`config.mk`:
```
export PLATFORM = sky130hd
export DESIGN_NAME = fl_dp_alloc_ctrl
export DESIGN_NICKNAME = d
export VERILOG_FILES = /design/src/rtl/fl_dp_alloc_ctrl.sv
export SDC_FILE = /design/constraint.sdc
export NUM_CORES = 1
export LEC_CHECK = 0
export ABC_CLOCK_PERIOD_IN_PS = 9800
export CORE_ASPECT_RATIO = 0.75
export CORE_MARGIN = 5
export CORE_UTILIZATION = 47
export CTS_BUF_LIST = sky130_fd_sc_hd__clkbuf_4 sky130_fd_sc_hd__clkbuf_8
export DETAILED_ROUTE_END_ITERATION = 16
export GPL_TIMING_DRIVEN = 1
export PLACE_DENSITY = 0.92
export RECOVER_POWER = 100
export SLEW_MARGIN = 15
export SYNTH_ARGS = -nofsm -noshare
export SYNTH_HDL_FRONTEND = slang
export SYNTH_SLANG_ARGS = --single-unit
```
`constraint.sdc`:
```
create_clock -name clk_i -period 9.8 [get_ports clk_i]
set_clock_uncertainty 0.2 [all_clocks]
set_input_delay 1.96 -clock clk_i [delete_from_list [all_inputs] [get_ports clk_i]]
set_output_delay 1.96 -clock clk_i [all_outputs]
set_load 0.02 [all_outputs]
```
`src/rtl/fl_dp_alloc_ctrl.sv`:
```
// Dispatch-side allocation controller: grants dispatch lanes in order against
// the freelist available count, and blocks allocation during the recovery
// window that follows a rollback.
module fl_dp_alloc_ctrl #(
   parameter int C_DP_NUM      = 2,
   parameter int C_ARCH_IDX_W  = 5,
   parameter int C_RECOVER_CYC = 2,
   parameter int C_CNT_W       = 16
) (
   input  logic                                    clk_i,
   input  logic                                    rst_i,
   input  logic                                    rollback_i,
   input  logic [C_DP_NUM-1:0]                     dp_req_i,
   input  logic [C_DP_NUM-1:0][C_ARCH_IDX_W-1:0]   dp_rd_i,
   input  logic [1:0]                              fl_avail_i,
   output logic [C_DP_NUM-1:0]                     dp_gnt_o,
   output logic [C_DP_NUM-1:0]                     fl_dp_num_o,
   output logic [C_DP_NUM-1:0][C_ARCH_IDX_W-1:0]   fl_rd_idx_o,
   output logic                                    stall_o,
   output logic                                    recover_busy_o,
   output logic                                    avail_err_o,
   output logic [C_CNT_W-1:0]                      alloc_cnt_o
);

   typedef enum logic {
      IDLE_OK = 1'b0,
      RECOVER = 1'b1
   } state_t;

   localparam logic [3:0] RECOVER_LD = 4'(C_RECOVER_CYC);

   state_t               state_q, state_d;
   logic [3:0]           rcnt_q, rcnt_d;
   logic [C_CNT_W-1:0]   alloc_cnt_q;
   logic                 avail_err_q;

   logic [1:0]           need;
   logic [1:0]           avail;
   logic [1:0]           need_sum;
   logic [1:0]           gnt;
   logic                 block;

   // State register and recovery counter; a rollback seen during reset is dropped.
   always_ff @(posedge clk_i) begin
      if (rst_i) begin
         state_q <= IDLE_OK;
         rcnt_q  <= 4'd0;
      end else begin
         state_q <= state_d;
         rcnt_q  <= rcnt_d;
      end
   end

   // Next-state logic: rollback (re)loads the window, RECOVER counts down to 1 then exits.
   always_comb begin
      state_d = state_q;
      rcnt_d  = rcnt_q;
      if (rollback_i) begin
         rcnt_d  = RECOVER_LD;
         state_d = (C_RECOVER_CYC == 0) ? IDLE_OK : RECOVER;
      end else if (state_q == RECOVER) begin
         rcnt_d = rcnt_q - 4'd1;
         if (rcnt_q == 4'd1) begin
            state_d = IDLE_OK;
         end
      end
   end

   // Lane needs, available-count decode and the in-order grant decision.
   always_comb begin
      need[0]  = dp_req_i[0] & (dp_rd_i[0] != '0);
      need[1]  = dp_req_i[1] & (dp_rd_i[1] != '0);
      case (fl_avail_i)
         2'b01:   avail = 2'd1;
         2'b11:   avail = 2'd2;
         default: avail = 2'd0;
      endcase
      need_sum = {1'b0, need[0]} + {1'b0, need[1]};
      block    = rst_i | rollback_i | (state_q == RECOVER);
      gnt      = 2'b00;
      if (!block) begin
         gnt[0] = dp_req_i[0] & (!need[0] | (avail >= 2'd1));
         gnt[1] = dp_req_i[1] & (gnt[0] | !dp_req_i[0]) & (need_sum <= avail);
      end
   end

   // Output drive; everything combinational is held at zero while in reset.
   always_comb begin
      dp_gnt_o       = gnt;
      fl_dp_num_o    = gnt & need;
      fl_rd_idx_o[0] = gnt[0] ? dp_rd_i[0] : '0;
      fl_rd_idx_o[1] = gnt[1] ? dp_rd_i[1] : '0;
      stall_o        = 1'b0;
      recover_busy_o = 1'b0;
      if (!rst_i) begin
         stall_o        = |(dp_req_i & ~gnt);
         recover_busy_o = (state_q == RECOVER) | rollback_i;
      end
   end

   // Sticky illegal-encoding flag and wrapping allocation counter.
   always_ff @(posedge clk_i) begin
      if (rst_i) begin
         avail_err_q <= 1'b0;
         alloc_cnt_q <= '0;
      end else begin
         if (fl_avail_i == 2'b10) begin
            avail_err_q <= 1'b1;
         end
         alloc_cnt_q <= alloc_cnt_q + C_CNT_W'(fl_dp_num_o[0]) + C_CNT_W'(fl_dp_num_o[1]);
      end
   end

   assign avail_err_o = avail_err_q;
   assign alloc_cnt_o = alloc_cnt_q;

endmodule

```
Word level (Yosys, flattened, before mapping)
Index checks and enable logic that the tools add are counted.

Add/sub/neg operators: 4. Order comparisons: 2. Equal/unequal tests: 4. Muxes and demuxes: 11. Bitwise gates (word level): 13. Reductions and logical operators: 7.

Operators with widths (count): $add 16x1->16 (2); $mux 5 (2); $reduce_bool 5->1 (2); $mux 2 (3); $and 1x1->1 (5); $mux 1 (5); $or 1x1->1 (5); $and 2x2->2 (2); $eq 2x2->1 const B (2); $eq 4x1->1 const B (1); $pmux 2 s2 (1); $reduce_or 2->1 (2); $sub 4x1->4 const B (1); $add 1x1->2 (1); $eq 2x1->1 const B (1); $ge 2x1->1 const B (1); $le 2x2->1 (1); $logic_not 1->1 (2); $not 2->2 (1); $reduce_bool 2->1 (1).

Flip-flop bits (word level): 22.

Logic depth before layout (Yosys ltp)
Word-level depth: 13. Depth in mapped cells: 18. Depth with buffers taken out: 17.

Worst setup path before layout
OpenSTA, ideal clock, no wires.

Path type: input to output. Start point: input dp_rd_i[0] (netlist name). End point: output fl_rd_idx_o[5] (netlist name). Arrival: 3.911 ns. Required time: 7.640 ns. Path slack: 3.729 ns. Cell stages on the path: 9. Path buffers: 1. Cell sequence: or4_4 o21a_1 ha_1 ha_1 nor2b_1 o21ai_0 and3_1 buf_4 and2_1.

RTL lines: from (decl) (line 14) `input logic [C_DP_NUM-1:0][C_ARCH_IDX_W-1:0] dp_rd_i,`; to (decl) (line 18) `output logic [C_DP_NUM-1:0][C_ARCH_IDX_W-1:0] fl_rd_idx_o,`.

==> run metrics <==
drc violations=0; initial antenna violation count=0; site row count=15; Post-CTS Setup Inserts=0; Worst Setup End Kind=output pin; H-tree levels=1; Slew Limit Fails=0; Congestion Overflow GR=0; Post-Syn Area=1210 um2; Fillers=185; Hold WC Path Type=reg2reg; pwr dens=98.0 nW/um2; worst r2r src=state_q; CP arrival=5.20 ns; Worst Setup EP=fl_rd_idx_o[8]; post-synthesis sequential element count=22; RD Place Congestion=0.803; layout cell share with drive strength beyond 1=0.0311; worst-margin pin slew=0.751 ns; Tmin final=7.36 ns; Syn Nets=168; Crit Path Class=in2out; WL/cell=14.7 um; fmax=136 MHz; DRT Pass-1 Iters=4; sequential-to-total area share from yosys stat=0.365; reg-to-reg slack, setup=6.64 ns; Startpoint Class=input pin; NumNets Final=218; CTS Hold Bufs=0; die width=68.5 um; Vias=1194; Rel. slew slack=0.498; ant diodes=0; Setup Viol. Count Final=0; Detailed Place HPWL=2630 um; Core Area=2380 um2; Avg Inst Size Synth=8.38 um2; Hold Vio Cnt, Final=0; area delta synth->final=45.1%; critical path required time=7.64 ns; Die ar.=3690 um2; post-route cell area=1750 um2; DR iter-0 viols=91; Cell variety after synth=34; port bufs=49; Reg2Reg Depth=10; CP max FO=8; Die Ht=53.9 um; status=finished clean; RSZ-0062 raised after global routing=false; Skew-Pair Late Insertion Delay=0.31 ns; Yosys Warn Count=0; cell count after synthesis=144; Critical R2R Capture=alloc_cnt_o[14]; number of global-route vias before repair=1166; Placed Area=1720 um2; CTS tree=yes; part of the cycle the worst path needs=0.751; max_cap viols=0; clock slew at reported path FFs=0.11 ns; largest net degree at the start of global routing=24; final non-filler cell total=227; post-DR vias/cell=5.26; first-pass GRT wire length=5310 um; Crit. Startpoint=dp_rd_i[7]; DRT Wirelength=3330 um; peak ir drop on the vdd network=0.0000839 V; Clock Sinks=22; total track usage=0.193; static leakage=0.785 nW; post_cts resized=0; setup TNS=0 ns; antenna-violating nets left=0; io pins=50; CTS Root Cell=clkbuf_4; deepest clock path buffer count=2; initial core utilization=0.507; WHS=0.291 ns; total CTS buffers=3; dpl cells=223
[synth_stat cells]
master,instances,share of area
xnor2_1,4,0.029
a21oi_1,5,0.021
o21a_1,1,0.0062
or3_1,3,0.016
and2b_1,1,0.0062
nor2b_1,4,0.021
nand3_1,4,0.017
o211ai_2,1,0.010
buf_4,1,0.0062
and4b_1,1,0.0083
and2_1,10,0.052
nor3b_1,1,0.0062
o21ai_1,1,0.0041
dfxtp_1,22,0.36
clkbuf_1,3,0.0093
a31oi_1,1,0.0052
or4_1,1,0.0062
o21ai_0,4,0.017
o22ai_1,1,0.0052
nor4b_1,3,0.022
and3_1,5,0.026
nand4_1,6,0.031
nor3_1,1,0.0041
and4_1,1,0.0073
ha_1,6,0.062
xor2_1,10,0.073
fa_1,1,0.017
nor2_1,24,0.075
o211ai_1,1,0.0062
or4_4,1,0.0093
or2_1,1,0.0052
nand4_2,1,0.010
inv_1,7,0.022
nand2_1,7,0.022
[layout make-up]
type / count / area (um2) / area share
multi-input cells: 111 / 716 / 0.409
inverters: 7 / 26.3 / 0.0150
well taps: 34 / 42.5 / 0.0243
clock buffers: 4 / 36.3 / 0.0207
repair buffers: 49 / 490 / 0.280
flip-flops and latches: 22 / 440 / 0.251
[metrics by stage]
stage               utilization  setup WS [ns]  total power, W
floorplan                     -           3.73        0.000110
global placement          0.722           2.79        0.000123
detailed placement        0.722           2.69        0.000125
CTS                       0.738           2.62        0.000174
global route              0.735           2.21        0.000181
finish                    0.735           2.44        0.000172
[layout by cell type, fill, tap and decap left out, types with 3 or more instances in the layout]
cell,synthesis,layout
nor4b_1,3,3
clkbuf_4,0,3
xor2_1,10,10
inv_1,7,7
xnor2_1,4,4
or3_1,3,3
ha_1,6,6
nand2_1,7,7
o21ai_0,4,5
nor2b_1,4,4
and2_1,10,10
nor2_1,24,24
dlygate4sd3_1,0,35
clkdlybuf4s50_1,0,14
nand3_1,4,4
a21oi_1,5,5
and3_1,5,5
dfxtp_1,22,22
nand4_1,6,7
[worst min-delay path by stage]
| stage | slack (ns) | startpoint | to | depth (start not counted) |
|---|---|---|---|---|
| after floorplan | 0.29 | rcnt_q[3] | rcnt_q[3] | 2 |
| after global placement | 0.25 | avail_err_o | avail_err_o | 2 |
| after detailed placement | 0.27 | avail_err_o | avail_err_o | 2 |
| after CTS | 0.30 | avail_err_o | avail_err_o | 2 |
| after global routing | 0.33 | alloc_cnt_o[15] | alloc_cnt_o[15] | 2 |
| final | 0.29 | avail_err_o | avail_err_o | 2 |
[critical path, cell delays in order]
cell and delay, ns:
dlygate4sd3_1 0.55, or4_1 0.53, nor2_1 0.16, nor2b_1 0.08, ha_1 0.20, ha_1 0.30, nor2b_1 0.16, o21ai_0 0.16
and3_1 0.28, and2_1 0.15, dlygate4sd3_1 0.67
[where the power goes]
group          internal [W]  switching, W  leakage [nW]
sequential        0.0000912    0.00000194         0.178
clock             0.0000227     0.0000269        0.0210
combinational     0.0000147     0.0000143         0.586
total              0.000129     0.0000431         0.785
[routing by layer]
| layer | vias up | GRT usage | wire length (um) |
|---|---|---|---|
| li1 | 594 | - | - |
| met1 | 559 | 0.234 | 1370 |
| met2 | 37 | 0.353 | 1750 |
| met3 | 4 | 0.0459 | 182 |
| met4 | 0 | 0.0264 | 27 |
| met5 | - | 0 | 0 |
[kinds of logic (layout without fill, tap and decap cells)]
family,after synthesis,count (layout),synth area share
compound gates,15,15,0.0746
flops,22,22,0.365
simple gates,75,75,0.343
buf+inv,11,60,0.0373
fa+ha+maj,7,7,0.0788
xor+xnor,14,14,0.102
[sequential cells by signal, indices dropped and copies added, names as in the netlist]
| signal | count |
|---|---|
| rcnt_q | 4 |
| alloc_cnt_o | 16 |
| avail_err_o | 1 |
| state_q | 1 |
No activity file was read; power rests on OpenSTA's default activity.
